File: src/rtl/huffman_bit_unpacker.sv
// +----------------------------------------------------------------------------+
// | huffman_bit_unpacker                                                       |
// | Huffman decode front end: buffers packed W-bit words in a 2W-bit           |
// | left-aligned bit buffer, presents a W-bit MSB-first peek window and shifts |
// | out the number of bits the downstream code-length lookup consumed.         |
// | Optional macro HUFF_UNPACK_FLUSH_EN adds an end-of-stream flush input.     |
// | Revision: 1.0 - initial release                                            |
// +----------------------------------------------------------------------------+
`default_nettype none

module huffman_bit_unpacker #(
  parameter int W = 8,
  parameter int C = 4
) (
  input  logic         clk,
  input  logic         rst_n,
  input  logic [W-1:0] d_in,
  input  logic         en_in,
  output logic         rdy_in,
  output logic [W-1:0] d_out,
  output logic         v_out,
  input  logic [C-1:0] w_in,
`ifdef HUFF_UNPACK_FLUSH_EN
  input  logic         flush,
`endif
  input  logic         en_cons
);

  localparam int CNT_W = C + 2;
  localparam logic [CNT_W-1:0] c_word = CNT_W'(W);

  logic [2*W-1:0]   r_buf;
  logic [CNT_W-1:0] r_cnt;

  logic [CNT_W-1:0] w_req;
  logic [CNT_W-1:0] w_we;
  logic [CNT_W-1:0] w_cnt_rem;
  logic [CNT_W-1:0] w_cnt_nxt;
  logic             w_load;
  logic [2*W-1:0]   w_shifted;
  logic [2*W-1:0]   w_word_pos;
  logic [2*W-1:0]   w_buf_nxt;

  assign rdy_in = (r_cnt <= c_word);
  assign d_out  = r_buf[2*W-1:W];

`ifdef HUFF_UNPACK_FLUSH_EN
  assign v_out = flush ? (r_cnt != '0) : (r_cnt >= c_word);
`else
  assign v_out = (r_cnt >= c_word);
`endif

  always_comb begin
    w_req = {2'b00, w_in};
    w_we  = '0;
    if (en_cons && v_out) begin
      w_we = (w_req > c_word) ? c_word : w_req;
    end
`ifdef HUFF_UNPACK_FLUSH_EN
    // Draining past the valid bits just empties the buffer; the bits below
    // cnt are already zero, so clamping to cnt gives the same shifted image.
    if (w_we > r_cnt) begin
      w_we = r_cnt;
    end
`endif
    w_load     = en_in && rdy_in;
    w_shifted  = r_buf << w_we;
    w_cnt_rem  = r_cnt - w_we;
    w_word_pos = {d_in, {W{1'b0}}} >> w_cnt_rem;
    w_buf_nxt  = w_load ? (w_shifted | w_word_pos) : w_shifted;
    w_cnt_nxt  = w_load ? (w_cnt_rem + c_word) : w_cnt_rem;
  end

  always_ff @(posedge clk or negedge rst_n) begin
    if (!rst_n) begin
      r_buf <= '0;
      r_cnt <= '0;
    end else begin
      r_buf <= w_buf_nxt;
      r_cnt <= w_cnt_nxt;
    end
  end

endmodule

`default_nettype wire
File: config.mk
export PLATFORM = sky130hd
export DESIGN_NAME = huffman_bit_unpacker
export DESIGN_NICKNAME = d
export VERILOG_FILES = /design/src/rtl/huffman_bit_unpacker.sv
export SDC_FILE = /design/constraint.sdc
export NUM_CORES = 1
export LEC_CHECK = 0
export ABC_AREA = 1
export CORE_AREA = 3 3 73 75
export CTS_CLUSTER_SIZE = 25
export DETAILED_ROUTE_END_ITERATION = 8
export DIE_AREA = 0 0 76 78
export PLACE_DENSITY = 0.65
export SYNTH_ARGS = -nofsm -noshare
export SYNTH_HDL_FRONTEND = slang
export SYNTH_SLANG_ARGS = --single-unit
File: constraint.sdc
create_clock -name clk -period 2.7 [get_ports clk]
set_input_delay 0.81 -clock clk [delete_from_list [all_inputs] [get_ports clk]]
set_output_delay 0.81 -clock clk [all_outputs]
set_load 0.01 [all_outputs]
# Yosys cells after proc, flatten, opt, wreduce, memory -nomap -nowiden

Index checks and enable logic that the tools add are counted.

Bits in read-only memories: 0
Memories kept: 0
Output and inout port bits: 10
Latch bits: 0
RAM bits: 0
Bits in registers: 22
Input bits: 16
Word-level logic and storage cells: 16

$add $sub $neg: 2
Bitwise gates (word level): 1
Eq/ne operators: 0
Multipliers: 0
Multiplexer cells: 4
Reductions and logical operators: 2
Shift operators: 2
Order comparisons: 3
Divide/modulo/power cells: 0

Operators by type and width:

| kind                  | number |
|---|---|
| $mux W16              | 1 |
| $or A16 B16 Y16       | 1 |
| $shl A16 B6 Y16       | 1 |
| $shr A16 B6 Y16       | 1 |
| $mux W4               | 2 |
| $add A6 B4 Y6 const B | 1 |
| $ge A6 B4 Y1 const B  | 1 |
| $le A6 B4 Y1 const B  | 1 |
| $mux W6               | 1 |
| $sub A6 B6 Y6         | 1 |
| $gt A4 B4 Y1 const B  | 1 |
| $logic_and A1 B1 Y1   | 2 |

# Depth between registers and ports, before layout

Word-level depth: 7
Mapped depth: 20
Gate-level depth less buffers: 18

# Worst setup path after synthesis

No wires, ideal clock.

Kind: in2reg
Start: input port w_in[3]
End: register r_cnt[4]
Stages on the path: 14
Path buffers: 1
Arrival: 2.751 ns
Setup time: 0.135 ns
Path slack: -0.186 ns
Required time: 2.565 ns
Cells stage by stage: inv_1 nand2_1 nor2_4 buf_4 ha_1 inv_1 fa_1 a21oi_1 o21bai_1 xor2_1 inv_1 ha_1 nand2_1 o21ai_0

Longest elaborated chain between the ends: 6

RTL lines:

| element                | line | text |
|---|---|---|
| start, declared        | 22   | `input logic [C-1:0] w_in,` |
| $gt A4 B4 Y1           | 57   | `w_we = (w_req > c_word) ? c_word : w_req;` |
| $mux W4 *              | 57   |  |
| $mux W4 *              | 56   | `if (en_cons && v_out) begin` |
| $sub A6 B6 Y6 *        | 68   | `w_cnt_rem = r_cnt - w_we;` |
| $add A6 B4 Y6          | 71   | `w_cnt_nxt = w_load ? (w_cnt_rem + c_word) : w_cnt_rem;` |
| $mux W6 *              | 71   |  |
| named net w_cnt_nxt[4] | 38   | `logic [CNT_W-1:0] w_cnt_nxt;` |
| end signal, assigned   | 80   | `r_cnt <= w_cnt_nxt;` |
| end, declared          | 33   | `logic [CNT_W-1:0] r_cnt;` |

The timed path passes the listed nets; every way through them passes the cells marked *.

# Worst setup path after layout

Start: input port w_in[0]
End: register r_buf[13]

Longest elaborated chain between the ends: 7
Elaborated cells between the ends (all ways): 8
Those cells by class: 1 x add/sub; 1 x order compare; 2 x shift; 3 x mux; 1 x bitwise

RTL lines:

| element                 | line | text |
|---|---|---|
| $gt A4 B4 Y1            | 57   |  |
| $mux W4 *               | 57   |  |
| $mux W4 *               | 56   |  |
| $sub A6 B6 Y6           | 68   |  |
| $shr A16 B6 Y16         | 69   | `w_word_pos = {d_in, {W{1'b0}}} >> w_cnt_rem;` |
| $or A16 B16 Y16         | 70   | `w_buf_nxt = w_load ? (w_shifted \| w_word_pos) : w_shifted;` |
| $mux W16 *              | 70   |  |
| named net w_buf_nxt[13] | 42   | `logic [2*W-1:0] w_buf_nxt;` |
| end signal, assigned    | 79   | `r_buf <= w_buf_nxt;` |
| end, declared           | 32   | `logic [2*W-1:0] r_buf;` |

Marked as above.

==> impl_metrics.tcl <==
set metrics [dict create \
    status "finished, final reports clean" \
    yosys.area.top_type_share_pct 26.0 \
    period_minus_slack_ps 2560 \
    fmax_ghz 0.390 \
    grt_max_degree 23 \
    path_buf_inv 3 \
    finalClockSkew_ps 9.17 \
    fillers 468 \
    hold_path.class "register to register" \
    synth_top_family_by_area "simple AND/OR/NAND/NOR gates" \
    remaining_drc_errors 0 \
    most-common-layout-cells "nand2_1 (93), nand3_1 (51), buf_4 (32)" \
    htreeDepth 1 \
    core_sq_mm 0.00472 \
    antenna_left 0 \
    antenna_found_initial 0 \
    leakage_nw 1.36 \
    avgSynthCellArea_sq_um 6.50 \
    crit_path_end_kind "register" \
    synth_area_leaders "dfrtp_1 (26%), nand2_1 (18%), nand3_1 (17%), buf_4 (3.5%), inv_1 (3.0%)" \
    placed_area_sq_mm 0.00259 \
    cts_hold_buffers 0 \
    crit_path_start_kind "input pin" \
    cap_viol_max_count 0 \
    synth_nets 348 \
    critical_path_class "input pin to register" \
    synth_compound_area_share_pct 7.79 \
    power-per-cell-area_mw_per_mm2 1260 \
    vias 2343 \
    gp_congestion 0.882 \
    die_area_sq_mm 0.00593 \
    synthAdderAreaFrac_pct 3.90 \
    grt-ovfl-total 0 \
    finalNetCount 393 \
    yosysTopAreaCell "dfrtp_1" \
    power_frac_comb_pct 76.2 \
    io_buffers 25 \
    yosysSeqAreaShare_pct 26.0 \
    dr.pass1.iters 5 \
    peakVddDrop_v 0.000789 \
    crit_family "simple AND/OR/NAND/NOR gates" \
    area.growth.synth_to_final_pct 34.1 \
    power_frac_clock_pct 6.9 \
    netSwitchingFraction_pct 52.0 \
    cts_buffers 3 \
    layout-drive-gt1-share_pct 28.6 \
    worstPathArrival_ps 2770 \
    die_h_um 78 \
    path_cells "dlygate4sd2_1, nand2_4, nor2_4, ha_4, inv_2, fa_2, a21oi_2, o21bai_1, xor2_1, buf_4, nand2_8, nor2_4, nand4_1, nand4_1" \
    power_frac_seq_pct 16.9 \
    synth_mux_area_share_pct 0.472 \
    fin_crit_sh_pct 95.0 \
    r2r_slack_ps 240 \
    root_buffer "clkbuf_8" \
    crit_required_ps 2910 \
    clockBufferDepth 2 \
    synth-seq-cells 22 \
    cts_tree "built" \
    max_stage_delay_ps 360 \
    synth_edf_count 0 \
    hold_violations 0 \
    p_switching_mw 1.87 \
    p_int_mw 1.72 \
    cp_max_fo 7 \
    multi_input_comb_area_sq_mm 0.00156 \
    seqCellArea_sq_um 552 \
    dp_hpwl_mm 4.63 \
    yosys.area_share.xor_xnor_pct 2.95 \
    stdcell_count 437 \
    relSlewSlack_pct 79.8 \
    rows 25 \
    clock-sinks 22 \
    slew_viol_final 0 \
    drt_iter0_drc 176 \
    setup_viol 0 \
    synthSimpleGateAreaFrac_pct 48.0 \
    n_antenna_cell 0 \
    final_area_sq_mm 0.00284 \
    ys_warn_count 0 \
    die_w_um 76 \
    worstSkewPairLatency_ps 270 \
    syn_area_sq_mm 0.00212 \
    syn_inst 326 \
    synth_cell_types 36 \
    layout_commonest_cell "nand2_1" \
    start_util_pct 44.9 \
    cp_slowest_cell "fa_2" \
    ys.flop_type "dfrtp_1" \
    clkTransAtPathRegs_ps 90 \
    grt_pass1_wl_mm 10.0 \
    dp_cells 428 \
    track_usage_pct 20.9 \
    io_pins 26 \
    ys_async_sr_fraction_pct 100 \
    via_per_inst 5.36 \
    worstMarginPinSlew_ps 303 \
    drt_wl_total_mm 6.12 \
    grt_pass1_vias 2135 \
    wl_per_cell_um 14.0 \
]
## cell families after synthesis
group | count (synthesis)
fa+ha+maj | 6
buf+inv | 45
compound gates | 28
flops | 22
simple gates | 219
mux | 1
xor+xnor | 5
## Yosys cell counts (all sizes together) (2+ instances only)
cell	count
inv	24
or2	6
xor2	5
clkinv	2
o21ai	18
o22ai	2
nand4	10
buf	15
a21oi	3
clkbuf	4
nor3	2
nor2	21
ha	5
dfrtp	22
nand2	108
nand3	71
## worst paths after layout
kind / startpoint / cells past startpoint / endpoint
max: w_in[0] / 14 / r_buf[13]
min: r_buf[0] / 2 / r_buf[0]
max reg2reg: r_cnt[5] / 15 / r_buf[13]
min reg2reg: r_buf[0] / 2 / r_buf[0]
max in group asynchronous: rst_n / 2 / r_cnt[5]
min in group asynchronous: rst_n / 2 / r_buf[9]
## worst min-delay path, stage by stage (launching register included)
cell and delay, ps:
dfrtp_1 420, nand4_1 120, nand2_1 60
## sequential cells by signal (all words and copies together) (netlist names)
signal	cells
r_buf	16
r_cnt	6
## metrics by stage
| stage | hold WS, ps | util (%) | worst slack (ps) | total power, mW | TNS [ps] |
|---|---|---|---|---|---|
| 2_1_floorplan | 514 | - | -82.1 | 2.22 | -615 |
| 3_3_place_gp | 595 | 54.8 | -633 | 2.94 | -10380 |
| 3_5_place_dp | 599 | 54.8 | -614 | 2.95 | -10570 |
| 4_1_cts | 618 | 56.6 | 15.9 | 3.26 | 0 |
| 5_1_grt | 651 | 60.2 | -2.34 | 3.90 | -2.34 |
| 6_report | 622 | 60.2 | 135 | 3.59 | 0 |
## cell type report
class	instances	area share, %
multi-input combinational	261	54.9
sequential	22	19.4
timing repair buffer	57	17.0
inverter	26	3.79
tap	67	2.95
clock buffer	4	1.94
## repair_timing
| action | CTS | global route |
|---|---|---|
| hold endpoints to repair | 0 | 0 |
| buffers inserted | 1 | 2 |
| cloned | 1 | 1 |
| resized for setup | 10 | 42 |
| pin swaps | 5 | 17 |
| endpoints found under the setup margin | 18 | 18 |
## per-layer routing
metal	wire length [um]	track usage (%)	vias up
met5	0	0	-
met4	110	8.70	0
met3	323	3.25	10
met2	2870	33.5	83
met1	2820	28.1	1081
li1	-	-	1169
## power by group through the flow
stage | Combinational (mW) | Sequential (mW) | Clock (mW)
2_1_floorplan | 1.65 | 0.569 | 0
3_3_place_gp | 2.34 | 0.601 | 0
3_5_place_dp | 2.35 | 0.606 | 0
4_1_cts | 2.41 | 0.599 | 0.253
5_1_grt | 3.00 | 0.630 | 0.269
6_report | 2.73 | 0.607 | 0.247
(Power assumes the default switching activity.)
